$ cat config.mk
export PLATFORM = sky130hd
export DESIGN_NAME = adc_bridge_fifo
export DESIGN_NICKNAME = d
export VERILOG_FILES = /design/src/rtl/adc_bridge_pkg.sv /design/src/rtl/adc_res_fifo.sv /design/src/rtl/adc_bridge_fifo.sv
export SDC_FILE = /design/constraint.sdc
export NUM_CORES = 1
export LEC_CHECK = 0
export ABC_AREA = 1
export ABC_CLOCK_PERIOD_IN_PS = 4700
export CAP_MARGIN = 30
export CORE_MARGIN = 3
export CORE_UTILIZATION = 60
export DETAILED_ROUTE_END_ITERATION = 8
export PLACE_DENSITY = 0.82
export SYNTH_ARGS = -nofsm -noshare
export SYNTH_HDL_FRONTEND = slang
export SYNTH_SLANG_ARGS = --single-unit
$ cat constraint.sdc
create_clock -name clk -period 4.7 [get_ports clk]
set_clock_uncertainty 0.05 [all_clocks]
set_input_delay 0.47 -clock clk [delete_from_list [all_inputs] [get_ports clk]]
set_output_delay 0.47 -clock clk [all_outputs]
set_load 0.005 [all_outputs]
$ cat src/rtl/adc_bridge_pkg.sv
// Shared constants for the ADC serial bridge: result frame bit positions
// and helpers that size the config and result shift registers.
package adc_bridge_pkg;

  localparam int FRM_VALID    = 0;
  localparam int FRM_TAG      = 1;
  localparam int FRM_DATA_LSB = 2;
  // Overflow bit sits this many bits above the result width.
  localparam int FRM_OVF_OFS  = 2;

  // Result frame: valid, tag, RES_W result bits, overflow, one spare zero.
  function automatic int calcOutW(input int resW);
    return resW + 4;
  endfunction

  // Config frame: all config words plus the trailing commit bit.
  function automatic int calcSrW(input int nCfg, input int cfgW);
    return nCfg * cfgW + 1;
  endfunction

endpackage

$ cat src/rtl/adc_res_fifo.sv
// Small synchronous FIFO for tagged conversion results. Pointers carry an
// extra wrap bit so full and empty are distinguished without a counter.
// A pop is served from the pre-push state; a push into a full FIFO is
// accepted only when a pop frees a slot in the same cycle.
module adc_res_fifo #(
  parameter int WIDTH = 17,
  parameter int DEPTH = 4
) (
  input  logic                     clk,
  input  logic                     rst,
  input  logic                     push_i,
  input  logic [WIDTH-1:0]         wdata_i,
  input  logic                     pop_i,
  output logic [WIDTH-1:0]         rdata_o,
  output logic                     full_o,
  output logic                     empty_o,
  output logic [$clog2(DEPTH):0]   level_o
);

  localparam int AW = $clog2(DEPTH);

  logic [WIDTH-1:0] mem_q [DEPTH];
  logic [AW:0]      wrPtr_q, wrPtr_d;
  logic [AW:0]      rdPtr_q, rdPtr_d;
  logic             doPush;
  logic             doPop;

  assign empty_o = (wrPtr_q == rdPtr_q);
  assign full_o  = (wrPtr_q[AW] != rdPtr_q[AW]) &&
                   (wrPtr_q[AW-1:0] == rdPtr_q[AW-1:0]);
  assign level_o = wrPtr_q - rdPtr_q;
  assign rdata_o = mem_q[rdPtr_q[AW-1:0]];

  // Decide which transfers happen this cycle and advance the pointers.
  always_comb begin
    doPop   = pop_i && !empty_o;
    doPush  = push_i && (!full_o || doPop);
    wrPtr_d = wrPtr_q;
    rdPtr_d = rdPtr_q;
    if (doPush) wrPtr_d = wrPtr_q + 1'b1;
    if (doPop)  rdPtr_d = rdPtr_q + 1'b1;
  end

  // Pointer registers; reset empties the FIFO.
  always_ff @(posedge clk) begin
    if (rst) begin
      wrPtr_q <= '0;
      rdPtr_q <= '0;
    end else begin
      wrPtr_q <= wrPtr_d;
      rdPtr_q <= rdPtr_d;
    end
  end

  // Storage needs no reset: stale entries are never read while empty.
  always_ff @(posedge clk) begin
    if (doPush) mem_q[wrPtr_q[AW-1:0]] <= wdata_i;
  end

endmodule

$ cat src/rtl/adc_bridge_fifo.sv
// Serial bridge between the 3-wire port and the SAR ADC core. Shifts in a
// committed config frame, buffers tagged conversion results in a FIFO and
// shifts the oldest result out after every load strobe.
module adc_bridge_fifo
  import adc_bridge_pkg::*;
#(
  parameter int CFG_W = 16,
  parameter int N_CFG = 2,
  parameter int RES_W = 16,
  parameter int DEPTH = 4,
  parameter logic [N_CFG*CFG_W-1:0] CFG_RESET = '0
) (
  input  logic                     clk,
  input  logic                     rst,
  input  logic                     dat_i,
  input  logic                     load,
  input  logic [RES_W-1:0]         adc_res,
  input  logic                     adc_conv_finished,
  input  logic                     adc_conv_finished_osr,
  output logic [N_CFG*CFG_W-1:0]   adc_cfg,
  output logic                     dat_o,
  output logic                     conv_finish,
  output logic [$clog2(DEPTH):0]   fifo_level,
  output logic                     tie1,
  output logic                     tie0
);

  localparam int CFG_TOT = N_CFG * CFG_W;
  localparam int SR_W    = calcSrW(N_CFG, CFG_W);
  localparam int OUT_W   = calcOutW(RES_W);

  logic [SR_W-1:0]    cfgSr_q, cfgSr_d;
  logic [CFG_TOT-1:0] adcCfg_q, adcCfg_d;
  logic [OUT_W-1:0]   outSr_q, outSr_d;
  logic               ovfFlag_q, ovfFlag_d;
  logic [OUT_W-1:0]   frame;

  logic               fifoPush;
  logic [RES_W:0]     fifoWdata;
  logic [RES_W:0]     fifoRdata;
  logic               fifoFull;
  logic               fifoEmpty;

  // Either strobe pushes one entry; the OSR strobe wins the tag.
  assign fifoPush  = adc_conv_finished | adc_conv_finished_osr;
  assign fifoWdata = {adc_conv_finished_osr, adc_res};

  adc_res_fifo #(
    .WIDTH (RES_W + 1),
    .DEPTH (DEPTH)
  ) u_fifo (
    .clk     (clk),
    .rst     (rst),
    .push_i  (fifoPush),
    .wdata_i (fifoWdata),
    .pop_i   (load),
    .rdata_o (fifoRdata),
    .full_o  (fifoFull),
    .empty_o (fifoEmpty),
    .level_o (fifo_level)
  );

  assign adc_cfg     = adcCfg_q;
  assign dat_o       = outSr_q[0];
  assign conv_finish = !fifoEmpty;
  assign tie1        = 1'b1;
  assign tie0        = 1'b0;

  // Config path: shift in while idle, commit only a frame with its commit bit set, always clear on load.
  always_comb begin
    cfgSr_d  = cfgSr_q;
    adcCfg_d = adcCfg_q;
    if (load) begin
      if (cfgSr_q[SR_W-1]) adcCfg_d = cfgSr_q[SR_W-2:0];
      cfgSr_d = '0;
    end else begin
      cfgSr_d = {dat_i, cfgSr_q[SR_W-1:1]};
    end
  end

  // Result path: build the frame from the FIFO head on load, otherwise shift it out LSB first.
  always_comb begin
    frame = '0;
    if (!fifoEmpty) begin
      frame[FRM_VALID]                = 1'b1;
      frame[FRM_TAG]                  = fifoRdata[RES_W];
      frame[FRM_DATA_LSB +: RES_W]    = fifoRdata[RES_W-1:0];
    end
    frame[RES_W + FRM_OVF_OFS] = ovfFlag_q;
    if (load) outSr_d = frame;
    else      outSr_d = {1'b0, outSr_q[OUT_W-1:1]};
  end

  // Sticky overflow: reported in the next frame, then cleared by that load.
  always_comb begin
    ovfFlag_d = ovfFlag_q;
    if (load)                      ovfFlag_d = 1'b0;
    else if (fifoPush && fifoFull) ovfFlag_d = 1'b1;
  end

  // State registers for both shift paths and the overflow flag.
  always_ff @(posedge clk) begin
    if (rst) begin
      cfgSr_q   <= '0;
      adcCfg_q  <= CFG_RESET;
      outSr_q   <= '0;
      ovfFlag_q <= 1'b0;
    end else begin
      cfgSr_q   <= cfgSr_d;
      adcCfg_q  <= adcCfg_d;
      outSr_q   <= outSr_d;
      ovfFlag_q <= ovfFlag_d;
    end
  end

endmodule

# Word-level counts from Yosys, hierarchy flattened
# Memories as Yosys holds them, arrays and structs flattened. A register that Yosys moved wholly into a read port is not among the register bits.
# Cells that the tools add are included.
# totals
regBits	92
ram_bits	68
inputBits	22
out_inout_bits	39
wordCells	29
mem_count	1
# mem_list
memory	depth	word_bits	rd	rd_ports_with_merged_regs	wr	line_no	source
u_fifo.mem_q	4	17	1	1	1	adc_res_fifo.sv:22	logic [WIDTH-1:0] mem_q [DEPTH];
# classes
add_sub_neg	3
eq_ne	3
muxes	6
bitwise	1
reduce_logical	9
# op_table
op	n
$mux 19	1
$mux 18	1
$add 3x1->3 const B	2
$logic_and 1x1->1	4
$mux 2	2
$eq 3x3->1	1
$sub 3x3->3	1
$eq 2x2->1	1
$logic_not 1->1	2
$mux 1	2
$reduce_and 2->1	1
$reduce_or 2->1	1
$logic_or 1x1->1	1
$ne 1x1->1	1
$or 1x1->1	1

# Longest topological paths before layout
# Gate-level depths: netlist of the first run.
# depth
ltp_word	7
ltp_mapped	9
mapped_depth_nobuf	9

# Modules after synthesis
# A second synthesis of the first run with hierarchy kept.
# hier_totals
hier_cells	571
hier_area_um2	5815.6
# by_module_without_submodules
module	n_inst	cells_per_inst	area_per_inst_um2	seq_area_each_um2
adc_res_fifo	1	235	3031.7	2202.1
adc_bridge_fifo	1	336	2783.9	1701.6

# Least setup slack after synthesis of the first run
# OpenSTA, ideal clock, no wires.
# synth_timing
path_type	reg2reg
start	register u_fifo.wrPtr_q[0]
end	memory u_fifo.mem_q[0][0], enable pin
setup_time_ns	0.391
arrival_ns	1.812
t_required_ns	4.259
setup_slack_ns	2.447
path_stages_with_launch	8
n_path_buf	0
period_less_slack_ns	2.253
cell_sequence	dfxtp_1 > inv_1 > ha_1 > nand2_1 > inv_1 > nand3_2 > nand2_4 > nor2_1
# synth_via
elab_chain_len	7
elab_cells_between_ends	10
cone_classes	2 x eq/ne; 2 x mux; 6 x reduce/logical
# synth_lines
element	line_no	source
start: declaration	adc_res_fifo.sv:23	logic [AW:0] wrPtr_q, wrPtr_d;
start signal: assignment	adc_res_fifo.sv:50	wrPtr_q <= wrPtr_d;
$eq 3x3->1 or $eq 2x2->1 (tied branches)	adc_res_fifo.sv:28, adc_res_fifo.sv:30	
$logic_not 1->1 or $logic_and 1x1->1 (tied branches)	adc_res_fifo.sv:36, adc_res_fifo.sv:29	
$logic_and 1x1->1 or $logic_not 1->1 (tied branches)	adc_res_fifo.sv:36, adc_res_fifo.sv:37	
$logic_or 1x1->1	adc_res_fifo.sv:37	doPush = push_i && (!full_o || doPop);
$logic_and 1x1->1	adc_res_fifo.sv:37	
$mux 1	adc_res_fifo.sv:57	if (doPush) mem_q[wrPtr_q[AW-1:0]] <= wdata_i;
$mux 1 (not written as such)	adc_res_fifo.sv:57	
end: declaration	adc_res_fifo.sv:22	
# Parallel ways exist; a longest one is shown, timed or not.

# Final worst setup path of the first run
# layout_timing
start	register u_fifo.wrPtr_q[0]
end	output fifo_level[2]
# layout_via
elab_chain_len	1
# layout_lines
element	line_no	source
$sub 3x3->3	adc_res_fifo.sv:31	assign level_o = wrPtr_q - rdPtr_q;
end: declaration	adc_bridge_fifo.sv:23	output logic [$clog2(DEPTH):0] fifo_level,
# No other way between the ends.

==> impl_metrics.env, run 1 <==
export IMPL_hpwl_mm=6.52
export IMPL_synthCells=548
export IMPL_power_density_nw_per_um2=460
export IMPL_min_path_type="reg2reg"
export IMPL_ys_ff_latch=161
export IMPL_fin_crit_ns=2.84
export IMPL_seq_area_frac_synth=0.676
export IMPL_crit_fanout=5
export IMPL_synth_warnings=0
export IMPL_cp_end_kind="output pin"
export IMPL_vias_per_cell=5.11
export IMPL_finalPower_uw=3190
export IMPL_worstPathRequired_ns=4.18
export IMPL_worst_ep_arrival_time_ns=2.32
export IMPL_start_kind="flip-flop"
export IMPL_n_fill_cell=613
export IMPL_drv_slew=0
export IMPL_grt_max_degree=64
export IMPL_clk_latency_ns=0.51
export IMPL_die_x_um=104
export IMPL_cts_inserted_buffers=17
export IMPL_slowest_stage="clkdlybuf4s50_1"
export IMPL_syn_avg_cell_area_um2=10.5
export IMPL_cp_cell_sequence="inv_1, ha_1, fa_1, xor2_1, clkdlybuf4s50_1"
export IMPL_post_drt_wl_per_cell_um=14.7
export IMPL_power_leakage_uw=0.00263
export IMPL_min_from="outSr_q[10]"
export IMPL_core_um2=9280
export IMPL_hold_buffers=0
export IMPL_detail_route_antenna_nets=0
export IMPL_fin_nets=633
export IMPL_wirelength_mm=11.0
export IMPL_status="completed"
export IMPL_firstDrtPassIters=4
export IMPL_start_util=0.622
export IMPL_worstSetupPathType="reg2out"
export IMPL_cts_sinks=161
export IMPL_areaGrowthSynthToFinish_pct=20.1
export IMPL_cts_tree="built"
export IMPL_fmax_mhz=352
export IMPL_syn_nets=578
export IMPL_vias=3806
export IMPL_io_pin_count=61
export IMPL_tns_ns=0
export IMPL_drv_cap=0
export IMPL_rsz0062_at_grt="no"
export IMPL_async_reset_ff_frac=0
export IMPL_clkTransAtPathRegs_ns=0.06
export IMPL_grt_ovfl_total=0
export IMPL_ctsLongestPathBuffers=2
export IMPL_dieArea_um2=10800
export IMPL_grt_usage=0.212
export IMPL_relSlewSlack=0.431
export IMPL_drc=0
export IMPL_hold_violations=0
export IMPL_r2r_cells=8
export IMPL_fp_row_count=35
export IMPL_antenna_found_initial=0
export IMPL_max_stage_delay_ns=0.52
export IMPL_cp_startpoint="u_fifo.wrPtr_q[0]"
export IMPL_drive_above_1_share=0.0990
export IMPL_vdd_ir_drop_max_mv=0.291
export IMPL_portBuffers=58
export IMPL_setup_viol=0
export IMPL_gp_congestion=0.776
export IMPL_grt_pass1_wl_mm=18.3
export IMPL_grt_pass1_vias=3862
export IMPL_r2r_start="u_fifo.wrPtr_q[0]"
export IMPL_synth_edf_count=68
export IMPL_die_y_um=104
export IMPL_diodes=0
export IMPL_netlist_area_um2=5780
export IMPL_worst_slew_pin_slew_ns=0.852
export IMPL_r2r_slack_ns=2.65
export IMPL_endpoint="fifo_level[2]"
export IMPL_cts_htree_levels=4
export IMPL_synth_ff_type="dfxtp_1"
export IMPL_cts_setup_buffers=0
export IMPL_drtIter0Drc=203
export IMPL_ys_types=28
export IMPL_r2r_end="u_fifo.mem_q[3][6]"
export IMPL_clockRootBuffer="clkbuf_8"
export IMPL_fin_crit_sh=0.604
export IMPL_post_cts_resized=0
-- flip-flops by register name, indices dropped and copies added (netlist names), named ones only --
name,flops
u_fifo.wrPtr_q,3
u_fifo.mem_q,68
cfgSr_q,33
adc_cfg,32
ovfFlag_q,1
outSr_q,19
u_fifo.rdPtr_q,3
-- power by group --
group          switching, uW  internal (uW)  total, uW
registers               35.1           1550       1580
logic                    212            131        343
clock network            549            721       1270
-- cell families after synthesis --
family                   share of synthesized area
AO/OA/AOI/OAI                               0.0795
flip-flops                                   0.676
buffers and inverters                       0.0645
other                                      0.00130
AND/OR/NAND/NOR                              0.156
adder cells (fa/ha/maj)                     0.0186
XOR/XNOR                                   0.00455
-- critical path: cells and delay by family, from the launching register on --
family	cells	cell delay (ns)
buf+inv	2	0.65
fa+ha+maj	2	0.58
xor+xnor	1	0.16
flops	1	0.42
-- how the worst min path moves through the flow --
stage	end	depth (start not counted)
2_1_floorplan	outSr_q[0]	2
4_1_cts	outSr_q[5]	2
5_1_grt	cfgSr_q[23]	2
3_5_place_dp	outSr_q[5]	2
6_report	outSr_q[9]	2
3_3_place_gp	outSr_q[12]	2
-- layout make-up --
class / instances / area, um2 / share of cell area
Multi-Input combinational cell: 307 / 1500 / 0.216
Clock buffer: 20 / 468 / 0.0674
Timing Repair Buffer: 63 / 618 / 0.0891
Inverter: 53 / 199 / 0.0287
Tap cell: 129 / 161 / 0.0233
Clock inverter: 12 / 88.8 / 0.0128
Sequential cell: 161 / 3900 / 0.562
-- Yosys cell counts (6+ instances only) --
master,instances,share of area
o21ai_2,9,0.014
nand3_1,40,0.035
o21ai_1,6,0.0052
o21ai_0,34,0.029
a21oi_1,36,0.031
buf_2,17,0.015
inv_1,47,0.031
ha_1,7,0.015
dfxtp_1,93,0.32
nor2_1,45,0.029
inv_2,6,0.0039
nand2_1,112,0.073
edfxtp_1,68,0.35
-- cells in the final DEF (no fill, tap or decap) --
cell type	netlist	layout
nand2_1	112	112
dfxtp_1	93	93
edfxtp_1	68	68
clkdlybuf4s50_1	0	58
inv_1	47	47
nor2_1	45	45
nand3_1	40	40
a21oi_1	36	36
o21ai_0	34	34
clkbuf_16	0	18
o21ai_2	9	9
ha_1	7	7
inv_2	6	6
o21ai_1	6	6
inv_6	0	6
buf_4	4	5
nand2_2	4	4
xor2_1	3	3
clkinv_2	0	3
nand3_4	2	2
conb_1	2	2
inv_4	0	2
nand3_2	1	1
or2_2	1	1
nand2_4	1	1
nand3b_1	1	1
nor2_4	1	1
nor3_1	1	1
fa_1	1	1
clkbuf_8	0	1
clkbuf_1	0	1
clkinv_4	0	1
-- per-layer routing --
metal / global-route usage / up-vias / routed length [um]
li1: - / 1903 / -
met4: 0.0893 / 0 / 161
met2: 0.357 / 82 / 5590
met5: 0 / - / 0
met1: 0.258 / 1805 / 4720
met3: 0.0577 / 16 / 511
-- per-stage QoR --
stage,setup WS (ns),cells,instance area [um2],utilization,hold slack [ns]
3_5_place_dp,2.22,713,6380,0.688,0.367
4_1_cts,1.84,745,6940,0.748,0.382
6_report,1.86,745,6940,0.748,0.382
5_1_grt,1.78,745,6940,0.748,0.403
2_1_floorplan,2.45,548,5780,-,0.353
3_3_place_gp,2.38,713,6380,0.688,0.365
Note: power is estimated with default switching activity, not from simulation.
==> inputs of run 2 (changes only) <==
- ABC_CLOCK_PERIOD_IN_PS: 4700 -> 2800
- CORE_UTILIZATION: 60 -> 56
- PLACE_DENSITY: 0.82 -> 0.77
- clock period: 4.7 -> 2.8 ns (I/O delays scaled with it)
==> impl_metrics.env, run 2 (synthesis gave the netlist of run 1 again) <==
export IMPL_clockRootBuffer="clkbuf_8"
export IMPL_die_y_um=108
export IMPL_max_stage_delay_ns=0.52
export IMPL_worstPathRequired_ns=2.47
export IMPL_die_x_um=108
export IMPL_core_um2=9910
export IMPL_power_leakage_uw=0.00265
export IMPL_min_from="dat_i"
export IMPL_post_cts_resized=0
export IMPL_antenna_found_initial=0
export IMPL_drv_cap=0
export IMPL_vias_per_cell=5.00
export IMPL_cp_cell_sequence="inv_1, ha_1, fa_1, xor2_1, clkdlybuf4s50_1"
export IMPL_r2r_slack_ns=0.84
export IMPL_vdd_ir_drop_max_mv=0.495
export IMPL_r2r_start="u_fifo.wrPtr_q[0]"
export IMPL_firstDrtPassIters=4
export IMPL_setup_viol=0
export IMPL_drv_slew=0
export IMPL_crit_family="buffers and inverters"
export IMPL_placedCellCount=721
export IMPL_gp_congestion=0.756
export IMPL_start_util=0.583
export IMPL_wirelength_mm=10.7
export IMPL_start_kind="flip-flop"
export IMPL_most_common_layout_cells="nand2_1, dfxtp_1, edfxtp_1"
export IMPL_cp_end_kind="output pin"
export IMPL_drc=0
export IMPL_cts_tree="built"
export IMPL_diodes=0
export IMPL_power_density_nw_per_um2=766
export IMPL_grt_pass1_wl_mm=18.1
export IMPL_cp_depth=5
export IMPL_worst_ep_arrival_time_ns=2.30
export IMPL_layout_cells_non_filler=753
export IMPL_drtIter0Drc=215
export IMPL_detail_route_antenna_nets=0
export IMPL_fin_crit_ns=2.63
export IMPL_relSlewSlack=0.519
export IMPL_dieArea_um2=11600
export IMPL_hpwl_mm=6.68
export IMPL_areaGrowthSynthToFinish_pct=20.9
export IMPL_portBuffers=58
export IMPL_hold_buffers=0
export IMPL_hold_violations=0
export IMPL_largest_reg_flops=68
export IMPL_hold_end="cfgSr_q[32]"
export IMPL_worst_slew_pin_slew_ns=0.720
export IMPL_dp_slack_ns=0.609
export IMPL_whs_path_depth=3
export IMPL_cts_htree_levels=4
export IMPL_r2r_cells=8
export IMPL_worstSetupPathType="reg2out"
export IMPL_final_area_um2=6980
export IMPL_status="completed"
export IMPL_grt_ovfl_total=0
export IMPL_n_fill_cell=715
export IMPL_ctsLongestPathBuffers=2
export IMPL_fp_row_count=36
export IMPL_crit_fanout=5
export IMPL_grt_pass1_vias=3758
export IMPL_clkTransAtPathRegs_ns=0.07
export IMPL_min_path_type="in2reg"
export IMPL_slowest_stage="clkdlybuf4s50_1"
export IMPL_placedInstanceArea_um2=6430
export IMPL_r2r_end="u_fifo.mem_q[1][6]"
export IMPL_postLayoutSetupSlackWorst_ns=0.168
export IMPL_grt_usage=0.205
export IMPL_cts_inserted_buffers=17
export IMPL_drive_above_1_share=0.106
export IMPL_cts_setup_buffers=0
export IMPL_vias=3767
export IMPL_io_pin_count=61
export IMPL_post_drt_wl_per_cell_um=14.2
export IMPL_fin_crit_sh=0.940
export IMPL_cts_sinks=161
export IMPL_grt_max_degree=64
export IMPL_cp_buffers_inverters=2
export IMPL_tns_ns=0
export IMPL_rsz0062_at_grt="no"
export IMPL_clk_latency_ns=0.52
export IMPL_mostFrequentLayoutCell="nand2_1"
export IMPL_fin_nets=637
export IMPL_fmax_mhz=380
[run 2: how the worst max path moves through the flow]
stage | start | end | slack [ns]
after global routing | u_fifo.wrPtr_q[0] | fifo_level[2] | 0.09
final | u_fifo.wrPtr_q[0] | fifo_level[2] | 0.17
after CTS | u_fifo.wrPtr_q[0] | fifo_level[2] | 0.16
after detailed placement | load | u_fifo.mem_q[0][7] | 0.61
after global placement | load | u_fifo.mem_q[0][7] | 0.69
after floorplan | u_fifo.wrPtr_q[0] | u_fifo.mem_q[0][0] | 0.55
[run 2: cell type report]
class / instances / area (um2) / share of cell area
multi-input combinational: 307 / 1500 / 0.215
clock buffer: 19 / 453 / 0.0649
tap: 133 / 166 / 0.0238
timing repair buffer: 67 / 661 / 0.0946
sequential: 161 / 3900 / 0.559
inverter: 53 / 199 / 0.0285
clock inverter: 13 / 98.8 / 0.0142
[run 2: power breakdown]
part | internal (uW) | switching [uW] | total, uW
clock | 1180 | 941 | 2120
sequential | 2590 | 62.1 | 2660
combinational | 226 | 347 | 573
total | 4000 | 1350 | 5350
[run 2: per-layer routing]
layer | global-route usage | vias to the layer above | wire length (um)
li1 | - | 1897 | -
met1 | 0.262 | 1771 | 4830
met2 | 0.323 | 81 | 5110
met3 | 0.0732 | 18 | 611
met4 | 0.0739 | 0 | 168
met5 | 0 | - | 0
[run 2: per-stage QoR]
| stage | util | total power [uW] | hold slack (ns) |
|---|---|---|---|
| detailed placement | 0.649 | 3280 | 0.371 |
| global route | 0.705 | 5580 | 0.228 |
| global placement | 0.649 | 3260 | 0.362 |
| CTS | 0.705 | 5390 | 0.225 |
| finish | 0.705 | 5350 | 0.242 |
| floorplan | - | 3070 | 0.299 |
[run 2: tightest hold or removal path: cells and delay by family]
kind	cells	cell delay [ns]
buffers and inverters	2	0.47
AND/OR/NAND/NOR	1	0.03
